`config.mk`:
```
export PLATFORM = sky130hd
export DESIGN_NAME = cgol_step_scheduler_flat
export DESIGN_NICKNAME = d
export VERILOG_FILES = /design/src/rtl/cgol_step_scheduler_if.sv /design/src/rtl/cgol_step_scheduler.sv /design/src/flat_wrapper.sv
export SDC_FILE = /design/constraint.sdc
export NUM_CORES = 1
export LEC_CHECK = 0
export BUFFER_PORTS_ARGS = -buffer_cell sky130_fd_sc_hd__buf_4
export CAP_MARGIN = 30
export CORE_AREA = 2 2 141 74
export DETAILED_ROUTE_END_ITERATION = 10
export DIE_AREA = 0 0 143 76
export SLEW_MARGIN = 40
export SYNTH_ARGS = -nofsm -noshare
export SYNTH_HDL_FRONTEND = slang
export SYNTH_SLANG_ARGS = --single-unit
```
`constraint.sdc`:
```
create_clock -name clk -period 3.4 [get_ports clk]
set_input_delay 0.17 -clock clk [delete_from_list [all_inputs] [get_ports clk]]
set_output_delay 0.17 -clock clk [all_outputs]
set_load 0.02 [all_outputs]
```
`src/rtl/cgol_step_scheduler_if.sv`:
```
// ---------------------------------------------------------------------------
// cgol_step_scheduler_if
//
// Update bus between the step scheduler and the game-of-life grid. It carries
// every state-changing request the grid can receive, plus the grid's
// generation-finished pulse.
//
//   gen_step     scheduler -> grid  one-cycle pulse, compute one generation
//   load_strobe  scheduler -> grid  one-cycle pulse, load preset load_id
//   load_id      scheduler -> grid  preset id, valid with load_strobe
//   cell_we      scheduler -> grid  one-cycle single-cell write strobe
//   cell_row     scheduler -> grid  write row, valid with cell_we
//   cell_col     scheduler -> grid  write column, valid with cell_we
//   cell_val     scheduler -> grid  write value, valid with cell_we
//   gen_done     grid -> scheduler  one-cycle pulse, generation finished
//
// master: the scheduler side. slave: the grid side.
// ---------------------------------------------------------------------------
interface cgol_step_scheduler_if #(
    parameter int ROW_W = 6,
    parameter int COL_W = 6
);
    logic             gen_step;
    logic             load_strobe;
    logic [1:0]       load_id;
    logic             cell_we;
    logic [ROW_W-1:0] cell_row;
    logic [COL_W-1:0] cell_col;
    logic             cell_val;
    logic             gen_done;

    modport master (
        output gen_step, load_strobe, load_id,
        output cell_we, cell_row, cell_col, cell_val,
        input  gen_done
    );

    modport slave (
        input  gen_step, load_strobe, load_id,
        input  cell_we, cell_row, cell_col, cell_val,
        output gen_done
    );
endinterface

```
`src/rtl/cgol_step_scheduler.sv`:
```
// ---------------------------------------------------------------------------
// cgol_step_scheduler
//
// Serialises every change to the game-of-life grid into vertical blanking.
// One action is granted per frame_end while idle, with fixed priority
// preset load > generation step > user cell write. Generations are paced in
// whole frames (free-run divider) or requested one at a time by a button.
//
// Ports:
//   clk         system (pixel) clock
//   reset       synchronous, active-high reset
//   frame_end   one-cycle pulse at start of vertical blanking
//   run_en      level, free-running generations enabled
//   step_btn    level, rising edge requests one generation
//   speed_sel   frames-per-generation select (DIV0..DIV3)
//   preset_req  level, rising edge requests a preset load
//   preset_id   preset to load, captured on the preset_req rising edge
//   wr_req      level, user cell-write enable
//   wr_row/wr_col/wr_val  cursor position and value to write
//   grid        update bus to the grid (master side)
//   gen_count   generations completed since reset or last preset load
//   state       FSM state: 0 IDLE, 1 STEP, 2 WAIT, 3 LOAD
//   err         sticky, set when the grid fails to report gen_done in time
// ---------------------------------------------------------------------------
module cgol_step_scheduler #(
    parameter int ROWS    = 30,
    parameter int COLS    = 40,
    parameter int ROW_W   = 6,
    parameter int COL_W   = 6,
    parameter int DIV0    = 60,
    parameter int DIV1    = 30,
    parameter int DIV2    = 15,
    parameter int DIV3    = 4,
    parameter int TIMEOUT = 1023
) (
    input  logic                   clk,
    input  logic                   reset,
    input  logic                   frame_end,
    input  logic                   run_en,
    input  logic                   step_btn,
    input  logic [1:0]             speed_sel,
    input  logic                   preset_req,
    input  logic [1:0]             preset_id,
    input  logic                   wr_req,
    input  logic [ROW_W-1:0]       wr_row,
    input  logic [COL_W-1:0]       wr_col,
    input  logic                   wr_val,
    cgol_step_scheduler_if.master  grid,
    output logic [15:0]            gen_count,
    output logic [1:0]             state,
    output logic                   err
);

    localparam int WAIT_W = $clog2(TIMEOUT + 1);

    typedef enum logic [1:0] {
        S_IDLE = 2'd0,
        S_STEP = 2'd1,
        S_WAIT = 2'd2,
        S_LOAD = 2'd3
    } state_t;

    state_t              state_q;
    state_t              state_next;

    logic                step_prev;
    logic                preset_prev;
    logic [1:0]          speed_prev;
    logic                step_pending;
    logic                preset_pending;
    logic [1:0]          preset_id_q;
    logic                auto_due;
    logic [7:0]          fc;
    logic [WAIT_W-1:0]   wait_cnt;

    logic                step_rise;
    logic                preset_rise;
    logic                speed_changed;
    logic [7:0]          div_sel;
    logic                fc_last;
    logic                auto_hit;
    logic                step_due;
    logic                wr_ok;
    logic                grant_step;
    logic                grant_load;
    logic                grant_wr;
    logic                done_ok;
    logic                timeout_hit;

    assign state = state_q;

    // ---------------------------------------------------------------------
    // Request qualification
    // ---------------------------------------------------------------------
    assign step_rise     = step_btn & ~step_prev;
    assign preset_rise   = preset_req & ~preset_prev;
    assign speed_changed = (speed_sel != speed_prev);

    always_comb begin
        case (speed_sel)
            2'd0:    div_sel = 8'(DIV0);
            2'd1:    div_sel = 8'(DIV1);
            2'd2:    div_sel = 8'(DIV2);
            default: div_sel = 8'(DIV3);
        endcase
    end

    assign fc_last = (fc == div_sel - 8'd1);

    // The divider wrap in this very frame already counts as due, so a step
    // lands one cycle after the Nth frame_end rather than a frame later.
    assign auto_hit = frame_end & run_en & ~speed_changed & fc_last;
    assign step_due = auto_due | auto_hit | step_pending;

    // Extra leading zero keeps the compare correct even if ROWS == 2**ROW_W.
    assign wr_ok = wr_req
                 & ({1'b0, wr_row} < (ROW_W + 1)'(ROWS))
                 & ({1'b0, wr_col} < (COL_W + 1)'(COLS));

    // ---------------------------------------------------------------------
    // FSM next-state and grant decode
    // ---------------------------------------------------------------------
    // NOTE: every output of this block gets a default first, so no path can
    // leave a signal unassigned and infer a latch.
    always_comb begin
        state_next  = state_q;
        grant_step  = 1'b0;
        grant_load  = 1'b0;
        grant_wr    = 1'b0;
        done_ok     = 1'b0;
        timeout_hit = 1'b0;
        case (state_q)
            S_IDLE: begin
                if (frame_end) begin
                    if (preset_pending) begin
                        state_next = S_LOAD;
                        grant_load = 1'b1;
                    end else if (step_due) begin
                        state_next = S_STEP;
                        grant_step = 1'b1;
                    end else if (wr_ok) begin
                        grant_wr   = 1'b1;
                    end
                end
            end
            S_STEP: state_next = S_WAIT;
            S_WAIT: begin
                if (grid.gen_done) begin
                    state_next = S_IDLE;
                    done_ok    = 1'b1;
                end else if (wait_cnt == WAIT_W'(TIMEOUT)) begin
                    state_next  = S_IDLE;
                    timeout_hit = 1'b1;
                end
            end
            default: state_next = S_IDLE;
        endcase
    end

    // ---------------------------------------------------------------------
    // State, strobes and bookkeeping
    // ---------------------------------------------------------------------
    // NOTE: all sequential state uses non-blocking assignments so every
    // register sees the pre-edge value of every other register.
    always_ff @(posedge clk) begin
        // Edge detectors follow the input even in reset, so a level held
        // high through reset is not mistaken for a fresh edge afterwards.
        step_prev   <= step_btn;
        preset_prev <= preset_req;
        speed_prev  <= speed_sel;

        if (reset) begin
            state_q          <= S_IDLE;
            grid.gen_step    <= 1'b0;
            grid.load_strobe <= 1'b0;
            grid.load_id     <= 2'd0;
            grid.cell_we     <= 1'b0;
            grid.cell_row    <= '0;
            grid.cell_col    <= '0;
            grid.cell_val    <= 1'b0;
            gen_count        <= 16'd0;
            err              <= 1'b0;
            fc               <= 8'd0;
            auto_due         <= 1'b0;
            step_pending     <= 1'b0;
            preset_pending   <= 1'b0;
            preset_id_q      <= 2'd0;
            wait_cnt         <= '0;
        end else begin
            state_q          <= state_next;
            grid.gen_step    <= grant_step;
            grid.load_strobe <= grant_load;
            grid.cell_we     <= grant_wr;

            if (grant_load) begin
                grid.load_id <= preset_id_q;
            end
            if (grant_wr) begin
                grid.cell_row <= wr_row;
                grid.cell_col <= wr_col;
                grid.cell_val <= wr_val;
            end

            // Only counts while in WAIT; restarts from 0 on every entry.
            wait_cnt <= (state_q == S_WAIT) ? wait_cnt + 1'b1 : '0;

            if (grant_load) begin
                gen_count <= 16'd0;
            end else if (done_ok) begin
                gen_count <= gen_count + 16'd1;
            end

            if (timeout_hit) begin
                err <= 1'b1;
            end

            if (speed_changed) begin
                fc <= 8'd0;
            end else if (frame_end && run_en) begin
                fc <= fc_last ? 8'd0 : fc + 8'd1;
            end

            if (grant_step) begin
                auto_due <= 1'b0;
            end else if (auto_hit) begin
                auto_due <= 1'b1;
            end

            // A new edge wins over a same-cycle grant so a press is never lost.
            if (step_rise) begin
                step_pending <= 1'b1;
            end else if (grant_step) begin
                step_pending <= 1'b0;
            end

            if (preset_rise) begin
                preset_pending <= 1'b1;
                preset_id_q    <= preset_id;
            end else if (grant_load) begin
                preset_pending <= 1'b0;
            end
        end
    end

endmodule

```
`src/flat_wrapper.sv`:
```
// flat-port wrapper written by rule: the top's interface ports become plain ports
module cgol_step_scheduler_flat 
#(
    parameter int ROWS    = 30,
    parameter int COLS    = 40,
    parameter int ROW_W   = 6,
    parameter int COL_W   = 6,
    parameter int DIV0    = 60,
    parameter int DIV1    = 30,
    parameter int DIV2    = 15,
    parameter int DIV3    = 4,
    parameter int TIMEOUT = 1023
)
  (clk, reset, frame_end, run_en, step_btn, speed_sel, preset_req, preset_id, wr_req, wr_row, wr_col, wr_val, gen_count, state, err, grid_gen_step, grid_load_strobe, grid_load_id, grid_cell_we, grid_cell_row, grid_cell_col, grid_cell_val, grid_gen_done);
  cgol_step_scheduler_if #(.ROW_W(ROW_W), .COL_W(COL_W)) grid_i ();
  input  logic clk;
  input  logic reset;
  input  logic frame_end;
  input  logic run_en;
  input  logic step_btn;
  input  logic [1:0] speed_sel;
  input  logic preset_req;
  input  logic [1:0] preset_id;
  input  logic wr_req;
  input  logic [ROW_W-1:0] wr_row;
  input  logic [COL_W-1:0] wr_col;
  input  logic wr_val;
  output logic [15:0] gen_count;
  output logic [1:0] state;
  output logic err;
  output wire logic [$bits(grid_i.gen_step)-1:0] grid_gen_step;
  output wire logic [$bits(grid_i.load_strobe)-1:0] grid_load_strobe;
  output wire logic [$bits(grid_i.load_id)-1:0] grid_load_id;
  output wire logic [$bits(grid_i.cell_we)-1:0] grid_cell_we;
  output wire logic [$bits(grid_i.cell_row)-1:0] grid_cell_row;
  output wire logic [$bits(grid_i.cell_col)-1:0] grid_cell_col;
  output wire logic [$bits(grid_i.cell_val)-1:0] grid_cell_val;
  input wire logic [$bits(grid_i.gen_done)-1:0] grid_gen_done;
  assign grid_gen_step = grid_i.gen_step;
  assign grid_load_strobe = grid_i.load_strobe;
  assign grid_load_id = grid_i.load_id;
  assign grid_cell_we = grid_i.cell_we;
  assign grid_cell_row = grid_i.cell_row;
  assign grid_cell_col = grid_i.cell_col;
  assign grid_cell_val = grid_i.cell_val;
  assign grid_i.gen_done = grid_gen_done;
  cgol_step_scheduler #(.ROWS(ROWS), .COLS(COLS), .ROW_W(ROW_W), .COL_W(COL_W), .DIV0(DIV0), .DIV1(DIV1), .DIV2(DIV2), .DIV3(DIV3), .TIMEOUT(TIMEOUT)) u_core (.clk(clk), .reset(reset), .frame_end(frame_end), .run_en(run_en), .step_btn(step_btn), .speed_sel(speed_sel), .preset_req(preset_req), .preset_id(preset_id), .wr_req(wr_req), .wr_row(wr_row), .wr_col(wr_col), .wr_val(wr_val), .grid(grid_i), .gen_count(gen_count), .state(state), .err(err));
endmodule
```
==> impl_metrics.env, run 1 <==
export IMPL_clk_latency_ns=0.33
export IMPL_core_area_sq_mm=0.00979
export IMPL_cpMaxStageDelayCell="nor4_4"
export IMPL_regArea_sq_mm=0.00128
export IMPL_cp_cell_sequence="dlygate4sd3_1 > buf_4 > inv_1 > ha_1 > xor2_1 > nor2_1 > a31oi_2 > a211oi_4 > nor4_4 > buf_4 > mux2i_1"
export IMPL_synthArstFlopShare_pct=0
export IMPL_holdPathEnd="u_core.preset_id_q[1]$_SDFFE_PP0P_"
export IMPL_finalCriticalPeriod_ns=2.64
export IMPL_antenna_found_initial=0
export IMPL_rsz0062_at_grt="no"
export IMPL_tightest_slew_ns=0.625
export IMPL_numCtsBuffers=9
export IMPL_die_area_sq_mm=0.0109
export IMPL_maxSlewViolCount=0
export IMPL_vias=2206
export IMPL_drt_vias_per_instance=4.33
export IMPL_r2r_start="u_core.state[0]$_SDFFE_PP0P_"
export IMPL_grt_pass1_vias=2134
export IMPL_grt_usage_pct=11.9
export IMPL_synth_edff_count=0
export IMPL_drive_above_1_share_pct=23.0
export IMPL_p_clk_share_pct=53.0
export IMPL_dieWidth_um=143
export IMPL_clockBufferDepth=2
export IMPL_syn_area_sq_mm=0.00274
export IMPL_dp_hpwl_um=4600
export IMPL_cp_max_fo=8
export IMPL_hold_violations=0
export IMPL_synthTopCellsByCount="64 x dfxtp_1, 41 x nand2_1, 40 x nor2_1"
export IMPL_gp_congestion=0.785
export IMPL_drtAntennaViolNets=0
export IMPL_start_kind="primary input"
export IMPL_cp_depth=11
export IMPL_overflow=0
export IMPL_start_util_pct=28.0
export IMPL_yosys_warnings=0
export IMPL_endpoint_kind="flip-flop"
export IMPL_setup_tns_ns=0
export IMPL_r2r_end="u_core.grid.cell_col[4]$_SDFFE_PP0P_"
export IMPL_root_buffer="clkbuf_16"
export IMPL_finalClockSkew_ns=0.00764
export IMPL_critical_path_top_delay_family="buffers and inverters"
export IMPL_yosysTopAreaCellShare_pct=46.7
export IMPL_power_density_mw_per_mm2=511
export IMPL_final_net_count=397
export IMPL_critPathRequiredTime_ns=3.65
export IMPL_synth_seq_cells=64
export IMPL_multi_input_area_sq_mm=0.00137
export IMPL_setup_violations=0
export IMPL_fillers=1006
export IMPL_die_y_um=76
export IMPL_hp_class="in -> reg"
export IMPL_synth_nets=330
export IMPL_wl_per_cell_um=12.0
export IMPL_drv_cap=0
export IMPL_fmax_mhz=379
export IMPL_leakagePower_nw=1.44
export IMPL_yosys_cell_types_count=37
export IMPL_syn_inst=298
export IMPL_htree_levels=3
export IMPL_firstDrtPassIters=5
export IMPL_total_power_mw=1.89
export IMPL_swShare_pct=21.7
export IMPL_yosysTopAreaCell="dfxtp_1"
export IMPL_p_comb_share_pct=6.1
export IMPL_period_share_pct=77.5
export IMPL_rrSetupSlack_ns=1.04
export IMPL_yosysSeqAreaShare_pct=46.7
export IMPL_area_growth_pct=35.0
export IMPL_holdPathStages=3
export IMPL_r2r_cells=7
export IMPL_synth_area_leaders="dfxtp_1 47%, xor2_1 5.8%, nand2_1 5.6%"
export IMPL_fin_hold_ws_ns=0.0787
export IMPL_max_stage_delay_ns=0.56
export IMPL_crit_type="in -> reg"
export IMPL_synth_ff_type="dfxtp_1"
export IMPL_grt_first_pass_wirelength_um=10000
export IMPL_drt_total_wl_um=6130
export IMPL_numPortBuffers=61
export IMPL_intPower_mw=1.48
export IMPL_ir_drop_v=0.000255
export IMPL_hold_start="preset_id[1]"
export IMPL_clock_sink_count=64
export IMPL_grt_max_degree=32
export IMPL_worst_path_most_repeated_cell="buf_4"
export IMPL_synth_most_common_cell="dfxtp_1"
export IMPL_status="completed"
export IMPL_seqPwrFrac_pct=40.9
export IMPL_drc_errors=0
export IMPL_p_sw_uw=411
export IMPL_avgSynthCellArea_sq_um=9.20
export IMPL_n_antenna_cell=0
export IMPL_rows=26
export IMPL_drtIter0Drc=85
export IMPL_ios=62
export IMPL_crit_buf_inv=4
export IMPL_slew_headroom_pct=58.0
export IMPL_cts_reportedPaths_clkPinSlew_ns=0.05
export IMPL_cts_tree="yes"
export IMPL_cp_arrival_ns=2.89
power by group through the flow:
| stage | Combinational (mW) | Sequential, mW | Clock [mW] |
|---|---|---|---|
| after floorplan | 0.0574 | 0.794 | 0 |
| after global placement | 0.110 | 0.788 | 0 |
| after detailed placement | 0.112 | 0.789 | 0 |
| after CTS | 0.116 | 0.772 | 1.04 |
| after global routing | 0.126 | 0.774 | 1.06 |
| final | 0.114 | 0.773 | 1.00 |
cells by family (layout without fill, tap and decap cells):
| logic type | count (synthesis) | count (layout) | share of synthesized area, % |
|---|---|---|---|
| simple gates | 133 | 133 | 23.7 |
| flops | 64 | 64 | 46.7 |
| xor+xnor | 31 | 31 | 9.90 |
| compound gates | 28 | 28 | 7.67 |
| buf+inv | 20 | 92 | 3.29 |
| mux | 15 | 15 | 5.48 |
| fa+ha+maj | 7 | 7 | 3.19 |
final cells by class:
class                           count  share of cell area (%)
Multi-Input combinational cell    214                    37.0
Tap cell                          140                    4.73
Inverter                           10                    1.01
Clock buffer                       10                    6.46
Clock inverter                      6                    2.47
Sequential cell                    64                    34.6
Timing Repair Buffer               66                    13.7
worst register-to-register path, delay by kind of cell (launching register included):
family,cells,cell delay [ns]
AO/OA/AOI/OAI,1,0.21
buffers and inverters,1,0.30
flip-flops,1,0.35
multiplexers,1,0.21
AND/OR/NAND/NOR,4,1.21
state kept, by name, indices dropped and copies added (netlist names), 2 cells and up:
name,flops
u_core.grid.cell_row,6
u_core.speed_prev,2
u_core.preset_id_q,2
u_core.gen_count,16
u_core.fc,8
u_core.wait_cnt,10
u_core.state,2
u_core.grid.load_id,2
u_core.grid.cell_col,6
how the worst max path moves through the flow:
stage	startpoint	to	slack (ns)
floorplan	speed_sel[0]	u_core.grid.cell_we$_SDFF_PP0_	1.46
global placement	speed_sel[0]	u_core.grid.cell_row[0]$_SDFFE_PP0P_	0.94
detailed placement	speed_sel[0]	u_core.grid.cell_col[4]$_SDFFE_PP0P_	0.96
CTS	speed_sel[0]	u_core.grid.cell_col[4]$_SDFFE_PP0P_	0.76
global route	speed_sel[0]	u_core.grid.cell_col[0]$_SDFFE_PP0P_	0.60
finish	speed_sel[0]	u_core.grid.cell_col[4]$_SDFFE_PP0P_	0.76
per-stage QoR:
step / utilization [%] / instance area [sq um] / cells / setup slack, ns
final: 37.8 / 3700 / 510 / 0.763
after global routing: 37.8 / 3700 / 510 / 0.599
after CTS: 37.8 / 3700 / 510 / 0.759
after detailed placement: 34.0 / 3330 / 490 / 0.958
after global placement: 33.9 / 3320 / 489 / 0.936
after floorplan: - / 2740 / 298 / 1.46
what timing repair did:
| action | CTS | global route |
|---|---|---|
| gates resized for setup | 0 | 0 |
| hold buffers | 4 | 0 |
| buffers inserted | 0 | 0 |
| endpoints found under the hold margin | 4 | 0 |
layout by cell type (no fill, tap or decap), drive strengths merged, types with 3 or more instances in the layout:
cell type     n
buf          62
nand2        41
xnor2        13
a22o          3
nor2b         3
and3          3
mux2i        15
o21ai         7
a21oi        11
nand3        14
and4          3
ha            7
dfxtp        64
clkinvlp      3
inv          11
nand4         6
nor2         40
xor2         18
clkbuf       10
dlygate4sd3   4
nor3          3
or3           6
metal layers:
| layer | vias up | global-route usage (%) | wire, um |
|---|---|---|---|
| li1 | 1139 | - | - |
| met5 | - | 0 | 0 |
| met3 | 7 | 4.90 | 376 |
| met4 | 0 | 4.26 | 70 |
| met1 | 1009 | 15.7 | 3150 |
| met2 | 51 | 17.5 | 2530 |
(Power assumes the default switching activity.)
==> inputs of run 2 (changes only) <==
- ABC_AREA: default -> 1
- CORE_AREA: 2 2 141 74 -> 2 2 144 76
- DIE_AREA: 0 0 143 76 -> 0 0 146 78
- clock period: 3.4 -> 2.8 ns (I/O delays scaled with it)
==> impl_metrics.env, run 2 <==
export IMPL_finalCriticalPeriod_ns=2.01
export IMPL_area_growth_pct=34.1
export IMPL_finalClockSkew_ns=0.00577
export IMPL_die_y_um=78
export IMPL_reg_top3="u_core.gen_count: 16 flops, u_core.wait_cnt: 10 flops, u_core.fc: 8 flops"
export IMPL_yosysTopAreaCellShare_pct=44.9
export IMPL_setup_tns_ns=0
export IMPL_n_antenna_cell=0
export IMPL_vias=2426
export IMPL_synthArstFlopShare_pct=0
export IMPL_total_power_mw=2.39
export IMPL_power_density_mw_per_mm2=625
export IMPL_cp_cell_sequence="dlygate4sd3_1 > buf_4 > inv_1 > ha_1 > o21bai_1 > nand2_1 > nand2_1 > nor2_1 > nand3_2 > nand4_4 > o21ai_0 > a21oi_1"
export IMPL_ir_drop_v=0.000302
export IMPL_synth_edff_count=0
export IMPL_slew_headroom_pct=66.5
export IMPL_syn_area_sq_mm=0.00285
export IMPL_grt_first_pass_wirelength_um=10500
export IMPL_clock_sink_count=64
export IMPL_synth_most_common_cell="dfxtp_1"
export IMPL_final_net_count=464
export IMPL_crit_buf_inv=3
export IMPL_leakagePower_nw=1.53
export IMPL_drtAntennaViolNets=0
export IMPL_setup_violations=0
export IMPL_intPower_mw=1.87
export IMPL_fmax_mhz=497
export IMPL_yosysTopAreaCell="dfxtp_1"
export IMPL_firstDrtPassIters=4
export IMPL_drv_cap=0
export IMPL_cp_arrival_ns=2.22
export IMPL_largest_register_ffs=16
export IMPL_p_sw_uw=524
export IMPL_synth_area_leaders="dfxtp_1 45%, inv_1 7.6%, nand2_1 6.6%"
export IMPL_dieWidth_um=146
export IMPL_final_common_cell="dfxtp_1"
export IMPL_maxSlewViolCount=0
export IMPL_dp_cells=557
export IMPL_wl_met3_um=234
export IMPL_tightest_slew_ns=0.499
export IMPL_hold_violations=0
export IMPL_grt_pass1_vias=2264
export IMPL_critical_path_top_delay_family="buffers and inverters"
export IMPL_dp_slack_ns=0.993
export IMPL_numPortBuffers=61
export IMPL_clk_latency_ns=0.33
export IMPL_dpl_cell_area_sq_mm=0.00344
export IMPL_routed_top_layer="met4"
export IMPL_fin_hold_ws_ns=0.0792
export IMPL_timing_final_ws_setup_ns=0.789
export IMPL_gp_congestion=0.753
export IMPL_start_kind="primary input"
export IMPL_grt_usage_pct=11.6
export IMPL_max_stage_delay_ns=0.53
export IMPL_clockBufferDepth=2
export IMPL_core_area_sq_mm=0.0100
export IMPL_final_util_pct=38.2
export IMPL_synth_seq_cells=64
export IMPL_yosys_warnings=0
export IMPL_overflow=0
export IMPL_worst_path_most_repeated_cell="nand2_1"
export IMPL_seqPwrFrac_pct=39.8
export IMPL_rsz0062_at_grt="no"
export IMPL_wl_per_cell_um=10.7
export IMPL_syn_inst=361
export IMPL_drt_vias_per_instance=4.20
export IMPL_yosys_cell_types_count=39
export IMPL_met1_length_um=2990
export IMPL_instances_no_fill=577
export IMPL_cp_max_fo=26
export IMPL_p_clk_share_pct=52.3
export IMPL_cts_reportedPaths_clkPinSlew_ns=0.06
export IMPL_crit_type="in -> reg"
export IMPL_max_flop_register="u_core.gen_count"
export IMPL_hp_class="in -> reg"
export IMPL_root_buffer="clkbuf_16"
export IMPL_stdcell_area_sq_mm=0.00382
export IMPL_drtIter0Drc=71
export IMPL_rows=26
export IMPL_grt_max_degree=27
export IMPL_synth_nets=393
export IMPL_die_area_sq_mm=0.0114
export IMPL_yosysSeqAreaShare_pct=44.9
export IMPL_drive_above_1_share_pct=24.0
export IMPL_swShare_pct=21.9
export IMPL_synthTopCellsByCount="64 x dfxtp_1, 58 x inv_1, 50 x nand2_1"
export IMPL_critPathRequiredTime_ns=3.01
export IMPL_final_cell_mix="64 x dfxtp_1, 61 x buf_4, 58 x inv_1, 50 x nand2_1, 36 x nor2_1"
export IMPL_cpMaxStageDelayCell="dlygate4sd3_1"
export IMPL_drt_total_wl_um=6150
export IMPL_ios=62
export IMPL_drc_errors=0
export IMPL_p_comb_share_pct=8.0
export IMPL_numCtsBuffers=9
export IMPL_endpoint_kind="flip-flop"
export IMPL_cts_tree="yes"
export IMPL_synth_ff_type="dfxtp_1"
export IMPL_avgSynthCellArea_sq_um=7.90
export IMPL_period_share_pct=71.8
export IMPL_status="completed"
export IMPL_wl_met2_um=2800
export IMPL_cts_setup_buffers=0
export IMPL_dp_hpwl_um=4540
export IMPL_antenna_found_initial=0
export IMPL_htree_levels=3
export IMPL_start_util_pct=28.5
==> run 2: power by group through the flow <==
stage | registers, mW | logic [mW] | clock network [mW]
5_1_grt | 0.953 | 0.215 | 1.33
3_5_place_dp | 0.970 | 0.187 | 0
6_report | 0.950 | 0.190 | 1.25
3_3_place_gp | 0.969 | 0.186 | 0
2_1_floorplan | 0.985 | 0.0997 | 0
4_1_cts | 0.950 | 0.193 | 1.29
==> run 2: worst paths after layout <==
path | cells after the start | slack (ns) | startpoint | end
setup / recovery | 12 | 0.79 | speed_sel[0] | u_core.grid.cell_row[3]$_SDFFE_PP0P_
hold / removal | 2 | 0.08 | reset | u_core.state[1]$_SDFFE_PP0P_
setup reg to reg | 8 | 1.02 | u_core.state[0]$_SDFFE_PP0P_ | u_core.grid.cell_row[3]$_SDFFE_PP0P_
hold reg to reg | 1 | 0.43 | u_core.step_prev$_DFF_P_ | u_core.step_pending$_SDFFE_PP0P_
==> run 2: what timing repair did <==
action,4_1_cts,5_1_grt
hold endpoints to repair,4,0
gates resized for setup,0,0
hold buffers,4,0
==> run 2: final cells by class <==
cell class,count,area [sq um]
repair buffers,65,498
inverters,60,225
fillers,1063,6190
flip-flops and latches,64,1280
multi-input cells,232,1300
clock inverters,4,75.1
clock buffers,12,267
well taps,140,175
==> run 2: cell families after synthesis <==
kind of cell | count (synthesis) | share of synthesized area, %
AOI/OAI and AO/OA | 71 | 13.7
xor gates and xnor gates | 11 | 3.38
adders and majority gates | 7 | 3.07
buffers and inverters | 65 | 9.35
DFF | 64 | 44.9
and+or+nand+nor | 143 | 25.6
==> run 2: per-layer routing <==
metal	up-vias	global-route usage, %
met5	-	0
met4	0	5.15
met3	13	3.76
met2	37	18.8
met1	1067	14.1
li1	1309	-
==> inputs of run 3 (changes only) <==
- clock period: 2.8 -> 1.6 ns (I/O delays scaled with it)
==> impl_metrics.env, run 3 (synthesized netlist as in run 2, its figures left out) <==
export IMPL_start_kind="flip-flop"
export IMPL_holdPathStages=2
export IMPL_hold_start="reset"
export IMPL_cts_tree="yes"
export IMPL_crit_type="reg -> reg"
export IMPL_grt_pass1_vias=2411
export IMPL_finalClockSkew_ns=0.00873
export IMPL_cp_cell_sequence="buf_6 > inv_4 > nand2_4 > nor2_4 > nand2_4 > nor2_4 > nand3_4 > nor3_4 > nand2_2 > xor2_2 > nor2_2"
export IMPL_final_common_cell="buf_4"
export IMPL_start_util_pct=28.5
export IMPL_r2r_start="u_core.state[0]$_SDFFE_PP0P_"
export IMPL_clock_sink_count=64
export IMPL_final_net_count=493
export IMPL_dieWidth_um=146
export IMPL_rows=26
export IMPL_max_stage_delay_ns=0.32
export IMPL_clk_latency_ns=0.33
export IMPL_drv_cap=0
export IMPL_status="completed"
export IMPL_root_buffer="clkbuf_16"
export IMPL_die_area_sq_mm=0.0114
export IMPL_final_cell_mix="82 x buf_4, 60 x dfxtp_1, 56 x inv_1, 47 x nand2_1, 33 x nor2_1"
export IMPL_leakagePower_nw=1.72
export IMPL_largest_register_ffs=16
export IMPL_die_y_um=78
export IMPL_grt_first_pass_wirelength_um=10700
export IMPL_cp_arrival_ns=1.80
export IMPL_grt_max_degree=19
export IMPL_slew_headroom_pct=61.2
export IMPL_cpMaxStageDelayCell="dfxtp_2"
export IMPL_numCtsBuffers=9
export IMPL_numPortBuffers=61
export IMPL_drtAntennaViolNets=0
export IMPL_critical_path_top_delay_family="simple AND/OR/NAND/NOR gates"
export IMPL_ios=62
export IMPL_drt_total_wl_um=6530
export IMPL_r2r_end="u_core.gen_count[14]$_SDFFE_PP0P_"
export IMPL_overflow=0
export IMPL_firstDrtPassIters=4
export IMPL_holdPathEnd="u_core.state[1]$_SDFFE_PP0P_"
export IMPL_critPathRequiredTime_ns=1.82
export IMPL_core_area_sq_mm=0.0100
export IMPL_htree_levels=3
export IMPL_finalCriticalPeriod_ns=1.58
export IMPL_n_antenna_cell=0
export IMPL_endpoint_kind="flip-flop"
export IMPL_max_flop_register="u_core.gen_count"
export IMPL_setup_violations=0
export IMPL_area_growth_pct=47.3
export IMPL_rsz0062_at_grt="yes"
export IMPL_drtIter0Drc=58
export IMPL_drive_above_1_share_pct=33.7
export IMPL_r2r_cells=11
export IMPL_crit_buf_inv=2
export IMPL_power_density_mw_per_mm2=966
export IMPL_tightest_slew_ns=0.581
export IMPL_wl_per_cell_um=10.8
export IMPL_gp_congestion=0.738
export IMPL_period_share_pct=98.5
export IMPL_rrSetupSlack_ns=0.02
export IMPL_hp_class="in -> reg"
export IMPL_drt_vias_per_instance=4.20
export IMPL_final_util_pct=41.9
export IMPL_antenna_found_initial=0
export IMPL_cts_reportedPaths_clkPinSlew_ns=0.05
export IMPL_dp_hpwl_um=4620
export IMPL_clockBufferDepth=2
export IMPL_maxSlewViolCount=0
export IMPL_vias=2547
export IMPL_hold_violations=0
export IMPL_cp_max_fo=3
export IMPL_grt_usage_pct=11.6
export IMPL_fmax_mhz=634
export IMPL_ir_drop_v=0.000582
export IMPL_setup_tns_ns=0
export IMPL_reg_top3="u_core.gen_count: 16 flops, u_core.wait_cnt: 10 flops, u_core.fc: 8 flops"
export IMPL_drc_errors=0
run 3: cell count changes in the layout (fill, tap and decap cells not counted), sizes merged:
| cell | change |
|---|---|
| clkinv | +3 |
| clkbuf | -1 |
| clkinvlp | -1 |
| nand4 | +3 |
| bufinv | -1 |
| buf | +26 |
run 3: timing repair:
action	4_1_cts	5_1_grt
hold buffers	4	0
gates cloned	1	2
resized for setup	1	44
pin swaps	1	13
setup endpoints to repair	6	31
buffers inserted	0	5
hold endpoints to repair	4	0
run 3: final cells by class:
class	instances	area [sq um]
clock buffers	11	243
clock inverters	5	56.3
fillers	1035	5820
inverters	60	228
multi-input cells	235	1480
flip-flops and latches	64	1290
well taps	140	175
repair buffers	91	729
run 3: power by group:
group	switching, mW	total, mW	internal [mW]
Sequential	0.0214	1.66	1.64
Combinational	0.247	0.457	0.210
Clock	0.696	1.94	1.24
run 3: metrics by stage:
step / cells / total power, mW / area [sq um] / setup WS [ns] / hold slack (ns)
2_1_floorplan: 361 / 1.90 / 2850 / 0.0187 / 0.108
3_3_place_gp: 578 / 2.08 / 3610 / -0.0271 / 0.197
3_5_place_dp: 578 / 2.08 / 3610 / -0.0808 / 0.199
4_1_cts: 599 / 4.06 / 3970 / -0.00862 / 0.0169
5_1_grt: 606 / 4.24 / 4200 / -0.0944 / 0.0203
6_report: 606 / 4.06 / 4200 / 0.0233 / 0.0194
run 3: routing by layer:
metal | track usage [%] | share of wire (%) | up-vias
li1 | - | - | 1371
met1 | 14.0 | 47 | 1130
met2 | 19.3 | 47 | 35
met3 | 4.00 | 3.9 | 11
met4 | 4.37 | 1.9 | 0
met5 | 0 | 0 | -
run 3: worst max-delay path by stage:
stage	from	to	slack, ns	depth (start not counted)
after floorplan	u_core.state[1]$_SDFFE_PP0P_	u_core.gen_count[13]$_SDFFE_PP0P_	0.02	11
after global placement	speed_sel[0]	u_core.grid.cell_val$_SDFFE_PP0P_	-0.03	12
after detailed placement	speed_sel[0]	u_core.grid.cell_row[3]$_SDFFE_PP0P_	-0.08	11
after CTS	u_core.state[0]$_SDFFE_PP0P_	u_core.grid.cell_col[0]$_SDFFE_PP0P_	-0.009	8
after global routing	u_core.state[0]$_SDFFE_PP0P_	u_core.grid.cell_row[4]$_SDFFE_PP0P_	-0.09	9
final	u_core.state[0]$_SDFFE_PP0P_	u_core.gen_count[14]$_SDFFE_PP0P_	0.02	11
